===== src/rtl/sin_lut_arbiter_pkg.sv =====
// Shared constants for the time-shared sine LUT arbiter: phase/Q14 widths,
// LUT latency default and the requester-ID width helper.
package sin_lut_arbiter_pkg;

  localparam int N_REQ_DEF   = 4;
  localparam int WIDTH_DEF   = 18;
  localparam int PHASE_W_DEF = 10;
  localparam int LUT_LAT_DEF = 2;
  localparam int CNT_W_DEF   = 16;

  // Width of a requester ID; never below one bit so ports stay legal.
  function automatic int id_w(input int n);
    return (n > 1) ? $clog2(n) : 1;
  endfunction

endpackage


===== src/rtl/sin_lut_arbiter_rr_arbiter.sv =====
// Round-robin arbiter: scans req from ptr with wrap, grants the first set bit
// and returns the pointer just past the winner.
module sin_lut_arbiter_rr_arbiter
  import sin_lut_arbiter_pkg::*;
#(
  parameter  int N_REQ = N_REQ_DEF,
  localparam int ID_W  = id_w(N_REQ)
) (
  input  logic [N_REQ-1:0] i_req,
  input  logic [ID_W-1:0]  i_ptr,
  output logic [N_REQ-1:0] o_gnt,
  output logic [ID_W-1:0]  o_gnt_id,
  output logic [ID_W-1:0]  o_next_ptr,
  output logic             o_any
);

  int unsigned     w_sum;
  logic [ID_W-1:0] w_idx;

  always_comb begin
    // NOTE: every output gets a default first so no path leaves one unassigned; no latch.
    o_gnt    = '0;
    o_gnt_id = '0;
    o_any    = 1'b0;
    w_sum    = 0;
    w_idx    = '0;
    for (int k = 0; k < N_REQ; k++) begin
      w_sum = int'(i_ptr) + k;
      if (w_sum >= N_REQ) w_sum = w_sum - N_REQ;
      w_idx = ID_W'(w_sum);
      if (!o_any && i_req[w_idx]) begin
        o_any        = 1'b1;
        o_gnt[w_idx] = 1'b1;
        o_gnt_id     = w_idx;
      end
    end
    o_next_ptr = (int'(o_gnt_id) == N_REQ - 1) ? '0 : o_gnt_id + ID_W'(1);
  end

endmodule


===== src/rtl/sin_lut_arbiter.sv =====
// Shares one pipelined quarter-wave sine LUT among N_REQ requesters; results
// return tagged with the owner's ID, and contention cycles are counted.
module sin_lut_arbiter
  import sin_lut_arbiter_pkg::*;
#(
  parameter  int N_REQ   = N_REQ_DEF,
  parameter  int WIDTH   = WIDTH_DEF,
  parameter  int PHASE_W = PHASE_W_DEF,
  parameter  int LUT_LAT = LUT_LAT_DEF,
  parameter  int CNT_W   = CNT_W_DEF,
  localparam int ID_W    = id_w(N_REQ)
) (
  input  logic                     clk,
  input  logic                     rst_n,
  input  logic [N_REQ-1:0]         req,
  input  logic [N_REQ*PHASE_W-1:0] req_phase,
  output logic [N_REQ-1:0]         gnt,
  output logic [PHASE_W-1:0]       lut_phase,
  input  logic signed [WIDTH-1:0]  lut_sin,
  output logic                     rsp_valid,
  output logic [ID_W-1:0]          rsp_id,
  output logic signed [WIDTH-1:0]  rsp_sin,
  output logic                     busy,
  output logic [CNT_W-1:0]         conflict_cnt
);

  logic [ID_W-1:0]          r_ptr;
  logic [ID_W-1:0]          w_gnt_id;
  logic [ID_W-1:0]          w_next_ptr;
  logic [N_REQ-1:0]         w_gnt_raw;
  logic                     w_any;
  logic                     w_conflict;
  logic [PHASE_W-1:0]       w_phase;
  logic [PHASE_W-1:0]       r_lut_phase;
  logic [LUT_LAT:0]         r_tag_vld;
  logic [ID_W-1:0]          r_tag_id [LUT_LAT+1];
  logic                     r_rsp_valid;
  logic [ID_W-1:0]          r_rsp_id;
  logic signed [WIDTH-1:0]  r_rsp_sin;
  logic [CNT_W-1:0]         r_cnt;

  sin_lut_arbiter_rr_arbiter #(.N_REQ(N_REQ)) u_arb (
    .i_req      (req),
    .i_ptr      (r_ptr),
    .o_gnt      (w_gnt_raw),
    .o_gnt_id   (w_gnt_id),
    .o_next_ptr (w_next_ptr),
    .o_any      (w_any)
  );

  assign gnt        = rst_n ? w_gnt_raw : '0;
  assign w_conflict = $countones(req) >= 2;

  // One-hot mux of the winning requester's phase.
  always_comb begin
    w_phase = '0;
    for (int k = 0; k < N_REQ; k++) begin
      if (w_gnt_raw[k]) w_phase = req_phase[k*PHASE_W +: PHASE_W];
    end
  end

  // NOTE: sequential state uses <= so every flop samples pre-edge values.
  always_ff @(posedge clk or negedge rst_n) begin
    if (!rst_n) begin
      r_ptr       <= '0;
      r_lut_phase <= '0;
      r_tag_vld   <= '0;
    end else begin
      if (w_any) begin
        r_ptr       <= w_next_ptr;
        r_lut_phase <= w_phase;
      end
      r_tag_vld <= {r_tag_vld[LUT_LAT-1:0], w_any};
    end
  end

  // NOTE: the ID array is not reset; its valid bits qualify it, so only those need reset.
  always_ff @(posedge clk) begin
    r_tag_id[0] <= w_gnt_id;
    for (int k = 1; k <= LUT_LAT; k++) r_tag_id[k] <= r_tag_id[k-1];
  end

  // Tail of the tag pipe lines up with lut_sin; capture both together.
  always_ff @(posedge clk or negedge rst_n) begin
    if (!rst_n) begin
      r_rsp_valid <= 1'b0;
      r_rsp_id    <= '0;
      r_rsp_sin   <= '0;
    end else begin
      r_rsp_valid <= r_tag_vld[LUT_LAT];
      if (r_tag_vld[LUT_LAT]) begin
        r_rsp_id  <= r_tag_id[LUT_LAT];
        r_rsp_sin <= lut_sin;
      end
    end
  end

  always_ff @(posedge clk or negedge rst_n) begin
    if (!rst_n) begin
      r_cnt <= '0;
    end else if (w_conflict && (r_cnt != '1)) begin
      r_cnt <= r_cnt + CNT_W'(1);
    end
  end

  assign lut_phase    = r_lut_phase;
  assign rsp_valid    = r_rsp_valid;
  assign rsp_id       = r_rsp_id;
  assign rsp_sin      = r_rsp_sin;
  assign busy         = |r_tag_vld;
  assign conflict_cnt = r_cnt;

endmodule


===== config.mk =====
export PLATFORM = sky130hd
export DESIGN_NAME = sin_lut_arbiter
export DESIGN_NICKNAME = d
export VERILOG_FILES = /design/src/rtl/sin_lut_arbiter_pkg.sv /design/src/rtl/sin_lut_arbiter_rr_arbiter.sv /design/src/rtl/sin_lut_arbiter.sv
export SDC_FILE = /design/constraint.sdc
export NUM_CORES = 1
export LEC_CHECK = 0
export CORE_ASPECT_RATIO = 2
export CORE_MARGIN = 8
export CORE_UTILIZATION = 48
export CTS_CLUSTER_SIZE = 20
export DETAILED_ROUTE_END_ITERATION = 6
export GPL_TIMING_DRIVEN = 0
export PLACE_DENSITY = 0.87
export SYNTH_ARGS = -nofsm -noshare
export SYNTH_HDL_FRONTEND = slang
export SYNTH_SLANG_ARGS = --single-unit

===== constraint.sdc =====
create_clock -name clk -period 8.4 [get_ports clk]
set_clock_uncertainty 0.1 [all_clocks]
set_input_delay 0.84 -clock clk [delete_from_list [all_inputs] [get_ports clk]]
set_output_delay 0.84 -clock clk [all_outputs]
set_load 0.01 [all_outputs]

# Word-level counts from Yosys, hierarchy flattened
# Memory sizes are Yosys's and may differ from the RTL's. A register that Yosys moved wholly into a read port is not among the register bits.
# Cells that the tools add are included.
[totals] regBits=50 latchBits=0 mem_bits_rw=6 romBits=0 inputBits=64 output_inout_bits=52 mem_count=1
[mem_list] memory="r_tag_id" depth=3 word_bits=2 read_ports=3 rd_ports_with_merged_regs=1 write_ports=3 line="sin_lut_arbiter.sv:36" source="logic [ID_W-1:0] r_tag_id [LUT_LAT+1];"
[classes] add_sub_neg=12 multipliers=0 div=0 n_lt_le_gt_ge=13 n_eq_ne=2 shifts=0 mux=38 bitwise=3 n_reduce_logical=13
[op_table] cell="10-bit 2-to-1 mux" n=4
[op_table] cell="4-bit 2-to-1 mux" n=5
[op_table] cell="2-bit 2-to-1 mux" n=9
[op_table] cell="16-bit by 1-bit adder with 16-bit output (second input constant)" n=1
[op_table] cell="16-bit != test (second input constant)" n=1
[op_table] cell="2-bit by 3-bit < comparator with 1-bit output (second input constant)" n=4
[op_table] cell="1-bit 2-to-1 mux" n=12
[op_table] cell="4-bit bitwise OR" n=3
[op_table] cell="3-bit greater-or-equal comparator (second input constant)" n=3
[op_table] cell="1-bit binary-select mux with 2-bit select" n=4
[op_table] cell="1-bit demux with 2-bit select" n=4
[op_table] cell="2-bit by 1-bit greater-or-equal comparator with 1-bit output (second input constant)" n=4
[op_table] cell="1-bit logical AND" n=8
[op_table] cell="2-bit by 1-bit subtractor with 2-bit output (second input constant)" n=4
[op_table] cell="2-bit by 2-bit adder with 3-bit output (second input constant)" n=2
[op_table] cell="1-bit by 1-bit adder with 2-bit output" n=2
[op_table] cell="1-bit zero test" n=4
[op_table] cell="2-bit by 1-bit adder with 3-bit output (second input constant)" n=1
[op_table] cell="2-bit by 2-bit adder with 3-bit output" n=1
[op_table] cell="2-bit by 3-bit greater-or-equal comparator with 1-bit output (second input constant)" n=1
[op_table] cell="3-bit by 2-bit greater-or-equal comparator with 1-bit output (second input constant)" n=1
[op_table] cell="3-bit OR reduction" n=1
[op_table] cell="2-bit by 1-bit adder with 2-bit output (second input constant)" n=1
[op_table] cell="2-bit by 1-bit == test with 1-bit output (second input constant)" n=1

# Logic depth before layout (Yosys ltp)
[depth] word_depth=18 mapped_depth=13 depth_no_buf=11

# By module
# Synthesis repeated with hierarchy kept, for this count alone.
[unflattened] hier_cells=271 hier_area_um2=2969.1
[by_module_without_submodules] module="sin_lut_arbiter" instances=1 cells_per_inst=221 area_each_um2=2537.4
[by_module_without_submodules] module="sin_lut_arbiter_rr_arbiter" instances=1 cells_per_inst=50 area_each_um2=431.7

# Worst setup path before layout
# Ideal clock, no wire load.
[synth_path] path_kind="input to output" from="input req[3]" to="output gnt[1]" t_arrival_ns=2.463 path_slack_ns=4.997 cell_stages=7 cell_sequence="mux4_2 -> buf_6 -> nor4b_4 -> and2_1 -> or2_1 -> buf_6 -> and2_1"
[synth_between] elab_chain_len=13
[synth_lines] item="start: declaration" line="sin_lut_arbiter.sv:15" source="input logic [N_REQ-1:0] req,"
[synth_lines] item="1-bit binary-select mux with 2-bit select" line="sin_lut_arbiter_rr_arbiter.sv:31" source="if (!o_any && i_req[w_idx]) begin"
[synth_lines] item="1-bit 2-to-1 mux (implied by the code)" line="sin_lut_arbiter_rr_arbiter.sv:31"
[synth_lines] item="1-bit 2-to-1 mux" line="sin_lut_arbiter_rr_arbiter.sv:31"
[synth_lines] item="1-bit zero test" line="sin_lut_arbiter_rr_arbiter.sv:31"
[synth_lines] item="1-bit logical AND" line="sin_lut_arbiter_rr_arbiter.sv:31"
[synth_lines] item="1-bit 2-to-1 mux" line="sin_lut_arbiter_rr_arbiter.sv:31"
[synth_lines] item="1-bit zero test" line="sin_lut_arbiter_rr_arbiter.sv:31"
[synth_lines] item="1-bit logical AND" line="sin_lut_arbiter_rr_arbiter.sv:31"
[synth_lines] item="1-bit 2-to-1 mux" line="sin_lut_arbiter_rr_arbiter.sv:31"
[synth_lines] item="1-bit zero test" line="sin_lut_arbiter_rr_arbiter.sv:31"
[synth_lines] item="1-bit logical AND" line="sin_lut_arbiter_rr_arbiter.sv:31"
[synth_lines] item="4-bit 2-to-1 mux *" line="sin_lut_arbiter_rr_arbiter.sv:31"
[synth_lines] item="4-bit 2-to-1 mux *" line="sin_lut_arbiter.sv:51" source="assign gnt = rst_n ? w_gnt_raw : '0;"
[synth_lines] item="end: declaration" line="sin_lut_arbiter.sv:17" source="output logic [N_REQ-1:0] gnt,"
# Mark *: on every way between the ends. The rest lies on a longest branch, timed or not. The select of a mux whose other input is x is not followed.

# Final worst setup path
# Same ends and word-level chain as after synthesis.

==> out/results.tsv <==
metric	value	unit
drv_slew	0	
grt_remaining_overflow	0	
layout-drive-gt1-share	15.3	%
initial_core_util	48.7	%
wl_per_cell	19.4	µm
cts_sinks	58	
drt_first_pass_iters	4	
ys_ff_latch	58	
hold_viol	0	
setup_viol	0	
slowest_delay	0.73	ns
cp_cell_sequence	clkdlybuf4s50_1 -> mux4_1 -> nor4b_4 -> and2_1 -> or2_1 -> buf_6 -> and2_1 -> clkdlybuf4s50_1	
dieArea	0.00924	mm²
ys_warn_count	0	
htreeDepth	3	
cp_max_fo	10	
async_reset_ff_share	89.7	%
wl	9.18	mm
ant_nets	0	
fp.dieW	72.1	µm
syn_avg_cell_area	11.8	µm²
grt_pass1_vias	2989	
power_leakage	0.00194	µW
slowest_stage	mux4_1	
worstMarginPinSlew	0.741	ns
clock_latency	0.33	ns
viasPerCell	5.60	
synth_flop_cell	dfrtp_1	
grt_pass1_wl	14.8	mm
row_count	41	
final_cell_mix	114 x clkdlybuf4s50_1, 52 x dfrtp_1, 20 x mux2_2	
end_kind	primary output	
area_growth	54.0	%
max-slew-margin-rel	50.6	%
synth_fp_nets	329	
regArea	0.00142	mm²
dp_hpwl	6.50	mm
outcome	complete, no violations	
drtIter0Drc	172	
finalWeightedCongestion	0.842	
hold_path.class	reg2reg	
clk_pin_slew_worst_paths	0.05	ns
core_area	0.00621	mm²
fin_crit_sh	56.2	%
yosysUniqueCellTypes	54	
syn_inst	255	
drc	0	
vdd_drop_max	0.250	mV
cts_buffers	9	
yosysSeqAreaShare	47.0	%
fin_crit	4.72	ns
fill_cells	396	
power_density	401	mW/mm²
rr_startpoint	r_ptr[0]$_DFFE_PN0P_	
worstHoldStart	r_tag_id[1][0]$_DFF_P_	
track_usage	20.6	%
ctsResizeCount	0	
drv_cap	0	
final.setup.tns	0	ns
fin_util	75.0	%
num_vias	2645	
syn_area	0.00302	mm²
fin_ws	3.68	ns
dp_slack	3.74	ns
clockRootBuffer	clkbuf_16	
grt_max_degree	32	
final_nets	456	
dp.cells	457	
startpoint	req[3]	
clockBufferDepth	2	
cts_tree	built	
antenna_found_initial	0	
diodes	0	
critPathKind	in2out	
layout_commonest_cell	clkdlybuf4s50_1	
rsz0062_at_grt	no	
stdcell_count	472	
cts_hold_buffers	0	
place.port_buffers	115	
startpoint_type	primary input	
timing.fmax	212	MHz
post-cts-setup-buffer-count	0	
crit_arrival	3.78	ns
holdWs	0.224	ns
die_h	128	µm
multiInputGateArea	0.00143	mm²
io_pins	116	
required	7.46	ns
synth_edf_count	0	
==> metrics by stage <==
step | instance area [µm²] | power [µW]
global route | 4650 | 1960
floorplan | 3020 | 1060
finish | 4650 | 1860
CTS | 4650 | 1860
detailed placement | 4300 | 1410
global placement | 4280 | 1380
==> layer usage <==
layer	part of all wire (%)	track usage [%]	up-vias
met4	2.1	9.82	0
met1	37	21.4	1266
met3	13	9.72	19
met2	48	33.5	168
li1	-	-	1192
met5	0	0	-
==> kinds of logic (layout without fill, tap and decap cells) <==
logic type,count (synthesis),in the layout,share of synthesized area [%]
flops,58,58,47.0
simple gates,51,51,9.69
mux,24,24,10.6
compound gates,66,66,18.4
buf+inv,31,162,5.59
xor+xnor,15,15,4.35
fa+ha+maj,10,10,4.39
==> critical path, delay by kind of cell <==
| family | cells | cell delay [ns] |
|---|---|---|
| mux | 1 | 0.73 |
| buf+inv | 3 | 1.21 |
| simple gates | 4 | 0.99 |
==> power by group <==
part | switching, µW | leakage [µW] | internal (µW)
Sequential | 85.0 | 0.000659 | 386
Combinational | 468 | 0.00111 | 496
Clock | 124 | 0.000172 | 304
Total | 677 | 0.00194 | 1190
==> layout make-up <==
| class | instances | share of cell area, % |
|---|---|---|
| multi-input combinational | 166 | 30.8 |
| inverter | 19 | 1.53 |
| clock inverter | 4 | 2.12 |
| tap | 86 | 2.31 |
| buffer | 12 | 2.10 |
| timing repair buffer | 116 | 25.2 |
| sequential | 58 | 30.5 |
| clock buffer | 11 | 5.43 |
==> registers in the layout (all words and copies together), names as in the netlist <==
register and flops:
rsp_valid 1, rsp_id 2, r_tag_vld 3, conflict_cnt 16, r_ptr 2, rsp_sin 18, lut_phase 10, r_tag_id 6
==> synthesized netlist by cell type, types with 2 or more instances <==
master | instances | area share [%]
o21ai_0 | 15 | 2.5
and2_1 | 3 | 0.62
nor2_1 | 5 | 0.62
nor4_1 | 2 | 0.41
xor2_1 | 4 | 1.2
dfrtp_1 | 52 | 43
or3_1 | 2 | 0.41
dlygate4sd1_1 | 2 | 0.58
and3_1 | 2 | 0.41
nand3_1 | 8 | 1.3
a2bb2oi_2 | 2 | 0.99
nand3b_1 | 3 | 0.75
clkbuf_1 | 3 | 0.37
o211a_1 | 10 | 3.3
dfxtp_1 | 6 | 4.0
nand4_1 | 4 | 0.83
buf_6 | 5 | 1.9
nand2_1 | 11 | 1.4
o311ai_1 | 10 | 2.9
nand2b_1 | 2 | 0.41
inv_1 | 19 | 2.4
ha_1 | 9 | 3.7
mux2_2 | 20 | 7.5
o22a_1 | 9 | 2.6
mux4_2 | 3 | 2.2
xnor2_1 | 11 | 3.2
a21oi_1 | 3 | 0.50
nor2b_1 | 4 | 0.83
==> worst paths after layout <==
check                                                   end  slack, ns  cells past startpoint
worst max-delay path                                 gnt[1]       3.68                      8
worst min-delay path                 r_tag_id[2][0]$_DFF_P_       0.22                      0
worst max register to register     lut_phase[8]$_DFFE_PN0P_       5.10                     10
worst min register to register       r_tag_id[2][0]$_DFF_P_       0.22                      0
max in group asynchronous       conflict_cnt[6]$_DFFE_PN0P_       7.15                      2
min in group asynchronous             rsp_id[0]$_DFFE_PN0P_       0.48                      1
Note: power is estimated with default switching activity, not from simulation.
